===== src/rtl/mem_arbiter.sv =====
// rtl/mem_arbiter.sv - memory arbiter for I-cache/D-cache block fills and D-cache stores
//
// Shares one pipelined, single-ported main memory between three requesters.
// A D-cache store is forwarded as a single write. A D-cache or I-cache block
// miss is fetched as a burst of word reads, and the returned words are
// streamed back to the cache that missed.
//
// Optional feature: define ARB_RR_EN to make d_miss vs i_miss arbitration
// round-robin. d_wr keeps absolute priority either way. Without the macro,
// d_miss always beats i_miss.
//
// Ports:
//   clk, rst_n                         clock, asynchronous active-low reset
//   i_miss, i_addr                     I-cache block miss request (level) and byte address
//   d_miss, d_addr                     D-cache block miss request (level) and byte address
//   d_wr, d_wr_addr, d_wr_data         D-cache store request (level), byte address, data
//   mem_en, mem_wr, mem_addr, mem_wdata  memory request strobe, direction, address, write data
//   mem_rdata, mem_rvalid              memory read return
//   fill_data, fill_idx                returned block word and its word index
//   fill_i_valid, fill_d_valid         fill_data is for the I-cache / D-cache
//   i_done, d_done                     1-cycle pulse: block fill complete
//   d_wr_ack                           1-cycle pulse: store issued to memory
//   busy                               arbiter not idle
module mem_arbiter #(
  parameter int MEM_LATENCY     = 4,
  parameter int WORDS_PER_BLOCK = 8,
  parameter int IDX_W           = 3
) (
  input  logic             clk,
  input  logic             rst_n,
  input  logic             i_miss,
  input  logic [15:0]      i_addr,
  input  logic             d_miss,
  input  logic [15:0]      d_addr,
  input  logic             d_wr,
  input  logic [15:0]      d_wr_addr,
  input  logic [15:0]      d_wr_data,
  output logic             mem_en,
  output logic             mem_wr,
  output logic [15:0]      mem_addr,
  output logic [15:0]      mem_wdata,
  input  logic [15:0]      mem_rdata,
  input  logic             mem_rvalid,
  output logic [15:0]      fill_data,
  output logic [IDX_W-1:0] fill_idx,
  output logic             fill_i_valid,
  output logic             fill_d_valid,
  output logic             i_done,
  output logic             d_done,
  output logic             d_wr_ack,
  output logic             busy
);

  // Block address is everything above the word index and the byte-in-word bit.
  localparam int BLK_W = 16 - IDX_W - 1;
  localparam logic [IDX_W-1:0] LAST_IDX = IDX_W'(WORDS_PER_BLOCK - 1);

  typedef enum logic [2:0] {
    ST_IDLE,
    ST_WRITE,
    ST_ISSUE,
    ST_DRAIN,
    ST_DONE
  } state_t;

  state_t           state_q, state_d;
  logic [IDX_W-1:0] issue_cnt_q;
  logic [IDX_W-1:0] recv_cnt_q;
  logic             owner_d_q;   // 1: current fill belongs to the D-cache
  logic [BLK_W-1:0] blk_q;

  logic             grant_miss;
  logic             grant_d;
  logic             recv_active;
  logic             beat;
  logic             last_beat;

  // Sub-block address bits and the memory latency are not needed here.
  logic unused_ok;
  assign unused_ok = ^{i_addr[IDX_W:0], d_addr[IDX_W:0], MEM_LATENCY[0]};

`ifdef ARB_RR_EN
  // 1: the last miss granted was the D-cache. Resets to I so D wins the first tie.
  logic last_d_q;
`endif

  // Receive path: only beats during an active fill count; rvalids seen in
  // IDLE, WRITE or DONE (including leftovers from an aborted fill) are dropped.
  assign recv_active = (state_q == ST_ISSUE) || (state_q == ST_DRAIN);
  assign beat        = recv_active && mem_rvalid;
  assign last_beat   = beat && (recv_cnt_q == LAST_IDX);

  assign fill_data    = beat ? mem_rdata : '0;
  assign fill_idx     = beat ? recv_cnt_q : '0;
  assign fill_i_valid = beat && !owner_d_q;
  assign fill_d_valid = beat && owner_d_q;
  assign busy         = (state_q != ST_IDLE);

  always_comb begin
    state_d    = state_q;
    mem_en     = 1'b0;
    mem_wr     = 1'b0;
    mem_addr   = '0;
    mem_wdata  = '0;
    d_wr_ack   = 1'b0;
    i_done     = 1'b0;
    d_done     = 1'b0;
    grant_miss = 1'b0;
    grant_d    = 1'b0;

    case (state_q)
      ST_IDLE: begin
        if (d_wr) begin
          state_d = ST_WRITE;
        end else if (d_miss || i_miss) begin
          grant_miss = 1'b1;
`ifdef ARB_RR_EN
          grant_d    = d_miss && (!i_miss || !last_d_q);
`else
          grant_d    = d_miss;
`endif
          state_d    = ST_ISSUE;
        end
      end

      ST_WRITE: begin
        // Store request is held until acked, so its inputs are still valid here.
        mem_en    = 1'b1;
        mem_wr    = 1'b1;
        mem_addr  = d_wr_addr;
        mem_wdata = d_wr_data;
        d_wr_ack  = 1'b1;
        state_d   = ST_IDLE;
      end

      ST_ISSUE: begin
        mem_en   = 1'b1;
        mem_addr = {blk_q, issue_cnt_q, 1'b0};
        if (issue_cnt_q == LAST_IDX) begin
          // A zero-latency memory could return the final word on the last issue.
          state_d = last_beat ? ST_DONE : ST_DRAIN;
        end
      end

      ST_DRAIN: begin
        if (last_beat) begin
          state_d = ST_DONE;
        end
      end

      ST_DONE: begin
        d_done  = owner_d_q;
        i_done  = !owner_d_q;
        state_d = ST_IDLE;
      end

      default: begin
        state_d = ST_IDLE;
      end
    endcase
  end

  always_ff @(posedge clk or negedge rst_n) begin
    if (!rst_n) begin
      state_q     <= ST_IDLE;
      issue_cnt_q <= '0;
      recv_cnt_q  <= '0;
      owner_d_q   <= 1'b0;
      blk_q       <= '0;
    end else begin
      state_q <= state_d;

      if (grant_miss) begin
        owner_d_q <= grant_d;
        blk_q     <= grant_d ? d_addr[15:IDX_W+1] : i_addr[15:IDX_W+1];
      end

      // Both counters wrap to zero after the last word, ready for the next fill.
      if (state_q == ST_ISSUE) begin
        issue_cnt_q <= issue_cnt_q + 1'b1;
      end else begin
        issue_cnt_q <= '0;
      end

      if (beat) begin
        recv_cnt_q <= recv_cnt_q + 1'b1;
      end else if (!recv_active) begin
        recv_cnt_q <= '0;
      end
    end
  end

`ifdef ARB_RR_EN
  always_ff @(posedge clk or negedge rst_n) begin
    if (!rst_n) begin
      last_d_q <= 1'b0;
    end else if (grant_miss) begin
      last_d_q <= grant_d;
    end
  end
`endif

endmodule


===== config.mk =====
export PLATFORM = sky130hd
export DESIGN_NAME = mem_arbiter
export DESIGN_NICKNAME = d
export VERILOG_FILES = /design/src/rtl/mem_arbiter.sv
export SDC_FILE = /design/constraint.sdc
export NUM_CORES = 1
export LEC_CHECK = 0
export CORE_MARGIN = 1.5
export CORE_UTILIZATION = 34
export DETAILED_ROUTE_END_ITERATION = 10
export PLACE_DENSITY = 0.87
export SLEW_MARGIN = 0
export SYNTH_ARGS = -nofsm -noshare
export SYNTH_HDL_FRONTEND = slang
export SYNTH_SLANG_ARGS = --single-unit

===== constraint.sdc =====
create_clock -name clk -period 2.25 [get_ports clk]
set_input_delay 0.45 -clock clk [delete_from_list [all_inputs] [get_ports clk]]
set_output_delay 0.45 -clock clk [all_outputs]
set_load 0.005 [all_outputs]

[Word level (Yosys, flattened, before mapping)]
Cells that the tools add are included.
Word-level totals
  memory bits (writable): 0
  flip-flop bits (word level): 22
  memory bits (read-only): 0
  latch bits: 0
  logic and storage cells: 52
  output and inout port bits: 59
  memories: 0
  bits of input ports: 86
Operators by class
  eq/ne operators: 10
  $lt $le $gt $ge: 0
  shifts and indexed selects: 0
  muxes and demuxes: 24
  bitwise gates (word level): 0
  divide/modulo/power cells: 0
  add/subtract/negate cells: 2
  reductions and logical operators: 11
  $mul: 0
Operators with widths (count)
  $mux W16: 2
  $pmux W16 S2: 1
  $mux W3: 9
  $mux W12: 1
  $mux W1: 10
  $eq A3 B3 Y1 const B: 3
  $pmux W3 S3: 1
  $add A3 B1 Y3 const B: 2
  $eq A3 B2 Y1 const B: 2
  $logic_and A1 B1 Y1: 4
  $ne A2 B1 Y1 const B: 2
  $eq A3 B1 Y1 const B: 1
  $logic_not A3 Y1: 1
  $ne A3 B3 Y1 const B: 1
  $reduce_and A3 Y1: 1
  $reduce_bool A3 Y1: 1
  $logic_or A1 B1 Y1: 2
  $ne A2 B2 Y1 const B: 1
  $reduce_or A2 Y1: 1
  $logic_not A1 Y1: 1

[Depth between registers and ports, before layout]
  depth after elaboration: 7
  mapped depth: 6
  depth with buffers taken out: 5

[Worst setup path after synthesis]
Ideal clock, no wire load.
  kind: flip-flop to output port
  start: register state_q[2]
  end: output mem_addr[11]
  cell stages (with the launch flop): 6
  data required time: 1.800 ns
  buffers on the path: 2
  path slack: 0.533 ns
  data arrival time: 1.267 ns
  path through: dfrtp_1 -> nand2b_1 -> buf_2 -> nor2_4 -> buf_2 -> a22o_1
Between the ends
  longest elaborated chain between the ends: 2
  elaborated cells on any way between the ends: 3
  classes of those cells: 2 x eq/ne; 1 x mux
RTL lines
  from (decl): RTL line 66  | state_t state_q, state_d;
  from (signal assigned): RTL line 171  | state_q <= state_d;
  $eq A3 B2 Y1 or $eq A3 B1 Y1 (tied branches): RTL line 111  | case (state_q)
  $pmux W16 S2 (*): RTL line 111
  to (decl): RTL line 40  | output logic [15:0] mem_addr,
Every way passes the cells marked *; elsewhere a longest branch is shown, timed or not.

[Final worst setup path]
  start: register state_q[2]
  end: output mem_wdata[0]
Between the ends
  longest elaborated chain between the ends: 2
RTL lines
  $eq A3 B1 Y1: RTL line 111
  $mux W16: RTL line 111
  to (decl): RTL line 41  | output logic [15:0] mem_wdata,
Every way passes these cells.

==> impl_metrics.tcl <==
set metrics [dict create \
    dieArea_sq_um 5160 \
    ys_seq_area_share_pct 34.2 \
    cts_sinks 22 \
    finalCritPeriodShare_pct 97.2 \
    p_leak_nw 1.62 \
    ant_nets 0 \
    ys.flop_type "dfrtp_1" \
    path_class "reg -> out" \
    critPathArrivalTime_ns 1.74 \
    critPathCaptureType "output pin" \
    cp_slowest_cell "dfrtp_1" \
    num_rows 24 \
    final_hold_viol_count 0 \
    drtIter0Drc 116 \
    die_h_um 71.8 \
    first_pass_iters 7 \
    synth_nets 272 \
    place_ws_ns 0.0427 \
    routed_wl_um 5890 \
    synth.largest_area_cell "dfrtp_1" \
    synth-simple-area-share_pct 29.8 \
    drc_errors 13 \
    cellPowerDensity_nw_per_um2 785 \
    violations "DRC" \
    grt_pass1_wl_um 9040 \
    setup_viol 0 \
    cts_buffers 3 \
    drv_cap 0 \
    yosys_warnings 0 \
    layout_commonest_cell "clkdlybuf4s50_1" \
    synth_fa_ha_area_share_pct 3.11 \
    gp_congestion 0.768 \
    worstSkewPairLatency_ns 0.26 \
    avgViaCountPerCell 5.11 \
    ioPinCount 145 \
    synth_mux_area_share_pct 1.24 \
    grt_start_max_net_pins 26 \
    synth_top_family_by_area "simple AND/OR/NAND/NOR gates" \
    cts_tree "built" \
    slew_viol_final 0 \
    cts_root_buffer "clkbuf_8" \
    wl_per_cell_um 15.3 \
    ys_async_sr_fraction_pct 100 \
    grt_overflow 0 \
    initial_core_util_pct 36.3 \
    fin_crit_ns 2.19 \
    clock_skew_ns 0.00526 \
    synth_top_area_share_pct 34.2 \
    synth_area_sq_um 1610 \
    path_delay_family "buffers and inverters" \
    port_buffers 136 \
    diodes 0 \
    final_cell_mix "clkdlybuf4s50_1, dlygate4sd2_1, and3_1, dfrtp_1, and2_1" \
    cp_cell_sequence "buf_6 -> nor3b_4 -> buf_4 -> buf_6 -> buf_16 -> and2_1 -> dlygate4sd2_1" \
    synthXorXnorAreaFrac_pct 0.543 \
    clockBufferDepth 2 \
    fmax_ghz 0.457 \
    status "complete, but fails checks" \
    core_area_sq_um 4440 \
    cts_max_level 1 \
    ys_types 32 \
    synthTopCellsByArea "dfrtp_1, a22o_1, and3_1, and2_1, o31ai_1" \
    fin_hold_ws_ns 0.484 \
    hpwlAfterDp_um 4310 \
    stdcell_count 384 \
    ys_seq_elements 22 \
    ir_drop_mv 0.454 \
    vias 1962 \
    worst_slack_ns 0.0623 \
    synth_compound_area_share_pct 24.8 \
    crit_fanout 14 \
    synth_edf_count 0 \
    hold_class "reg -> reg" \
    startpoint_type "flip-flop" \
    max_stage_delay_ns 0.40 \
    grt_usage_pct 21.8 \
    slew_headroom_pct 53.5 \
    antenna_found_initial 0 \
    syn_to_final_growth_pct 106 \
    fin_nets 423 \
    final.setup.tns_ns 0 \
    num-fill-cells 336 \
    cp.buffers_inverters 5 \
    drive_gt1_share_pct 14.8 \
    grt_pass1_vias 1879 \
    path_common_cell "buf_6" \
    fin_util_pct 74.7 \
    synth_cells 182 \
    cp.required_ns 1.80 \
    cts.clk_slew.worst_paths_ns 0.09 \
    die_w_um 71.8 \
    syn_area_per_cell_sq_um 8.85 \
    dpl.cell_count 365 \
    tightest_slew_ns 0.695 \
]
[cell type report]
type	count	area, sq um	area share [%]
clock buffer	3	41.3	1.24
tap	52	65.1	1.96
timing repair buffer	166	1650	49.7
sequential	22	553	16.7
multi-input combinational	140	978	29.5
clock inverter	1	30.0	0.905
[metal layers]
metal	global-route usage [%]	part of all wire (%)	up-vias
met4	3.35	0.58	0
met2	40.5	52	76
li1	-	-	964
met1	26.2	39	916
met5	0	0	-
met3	4.78	8.2	6
[power by group]
part           switching, mW  total (mW)  internal (mW)
clock network          0.135       0.373          0.238
logic                  0.570        1.51          0.937
registers              0.147       0.724          0.577
total                  0.852        2.60           1.75
[flip-flops by register name (all words and copies together), names as in the netlist]
name,count
blk_q,12
issue_cnt_q,3
recv_cnt_q,3
state_q,3
owner_d_q,1
[synth_stat cells (2+ instances only)]
cell type	instances
buf_6	2
ha_1	4
buf_4	2
nor2b_1	15
buf_2	3
and2_1	19
and3_1	20
a22o_1	16
clkbuf_1	12
a311oi_1	2
nor2_1	7
nand2_1	2
a21oi_1	12
mux2i_1	2
dfrtp_1	22
nor3_1	2
o31ai_1	14
o21ai_0	12
[worst register-to-register path, stage by stage, from the launching register on]
cell     delay, ns
dfrtp_2       0.47
buf_4         0.19
or4_4         0.63
o31ai_1       0.31
o31ai_1       0.13
[stage by stage]
| stage | power [mW] | instance area (sq um) |
|---|---|---|
| floorplan | 1.33 | 1610 |
| global placement | 2.08 | 3080 |
| detailed placement | 2.12 | 3080 |
| CTS | 2.58 | 3280 |
| global route | 2.79 | 3320 |
| finish | 2.60 | 3320 |
[cells by family after synthesis]
family / after synthesis
xor+xnor: 1
compound gates: 58
fa+ha+maj: 4
buf+inv: 20
flops: 22
simple gates: 75
mux: 2
[what timing repair did]
| item | CTS | global route |
|---|---|---|
| gates resized for setup | 81 | 13 |
| hold buffers | 0 | 0 |
| pin swaps | 3 | 2 |
| setup buffers | 10 | 3 |
| endpoints found under the setup margin | 56 | 12 |
| cloned | 3 | 0 |
[worst paths after layout]
path	cells after the start	end	start	slack (ns)
setup / recovery	7	mem_wdata[0]	state_q[2]$_DFFE_PN0P_	0.06
hold / removal	1	issue_cnt_q[0]$_DFF_PN0_	issue_cnt_q[0]$_DFF_PN0_	0.48
max in group asynchronous	2	state_q[1]$_DFFE_PN0P_	rst_n	1.48
hold reg to reg	1	issue_cnt_q[0]$_DFF_PN0_	issue_cnt_q[0]$_DFF_PN0_	0.48
min in group asynchronous	2	issue_cnt_q[0]$_DFF_PN0_	rst_n	0.53
setup reg to reg	4	state_q[0]$_DFFE_PN0P_	state_q[0]$_DFFE_PN0P_	0.41
No activity file was read; power rests on OpenSTA's default activity.
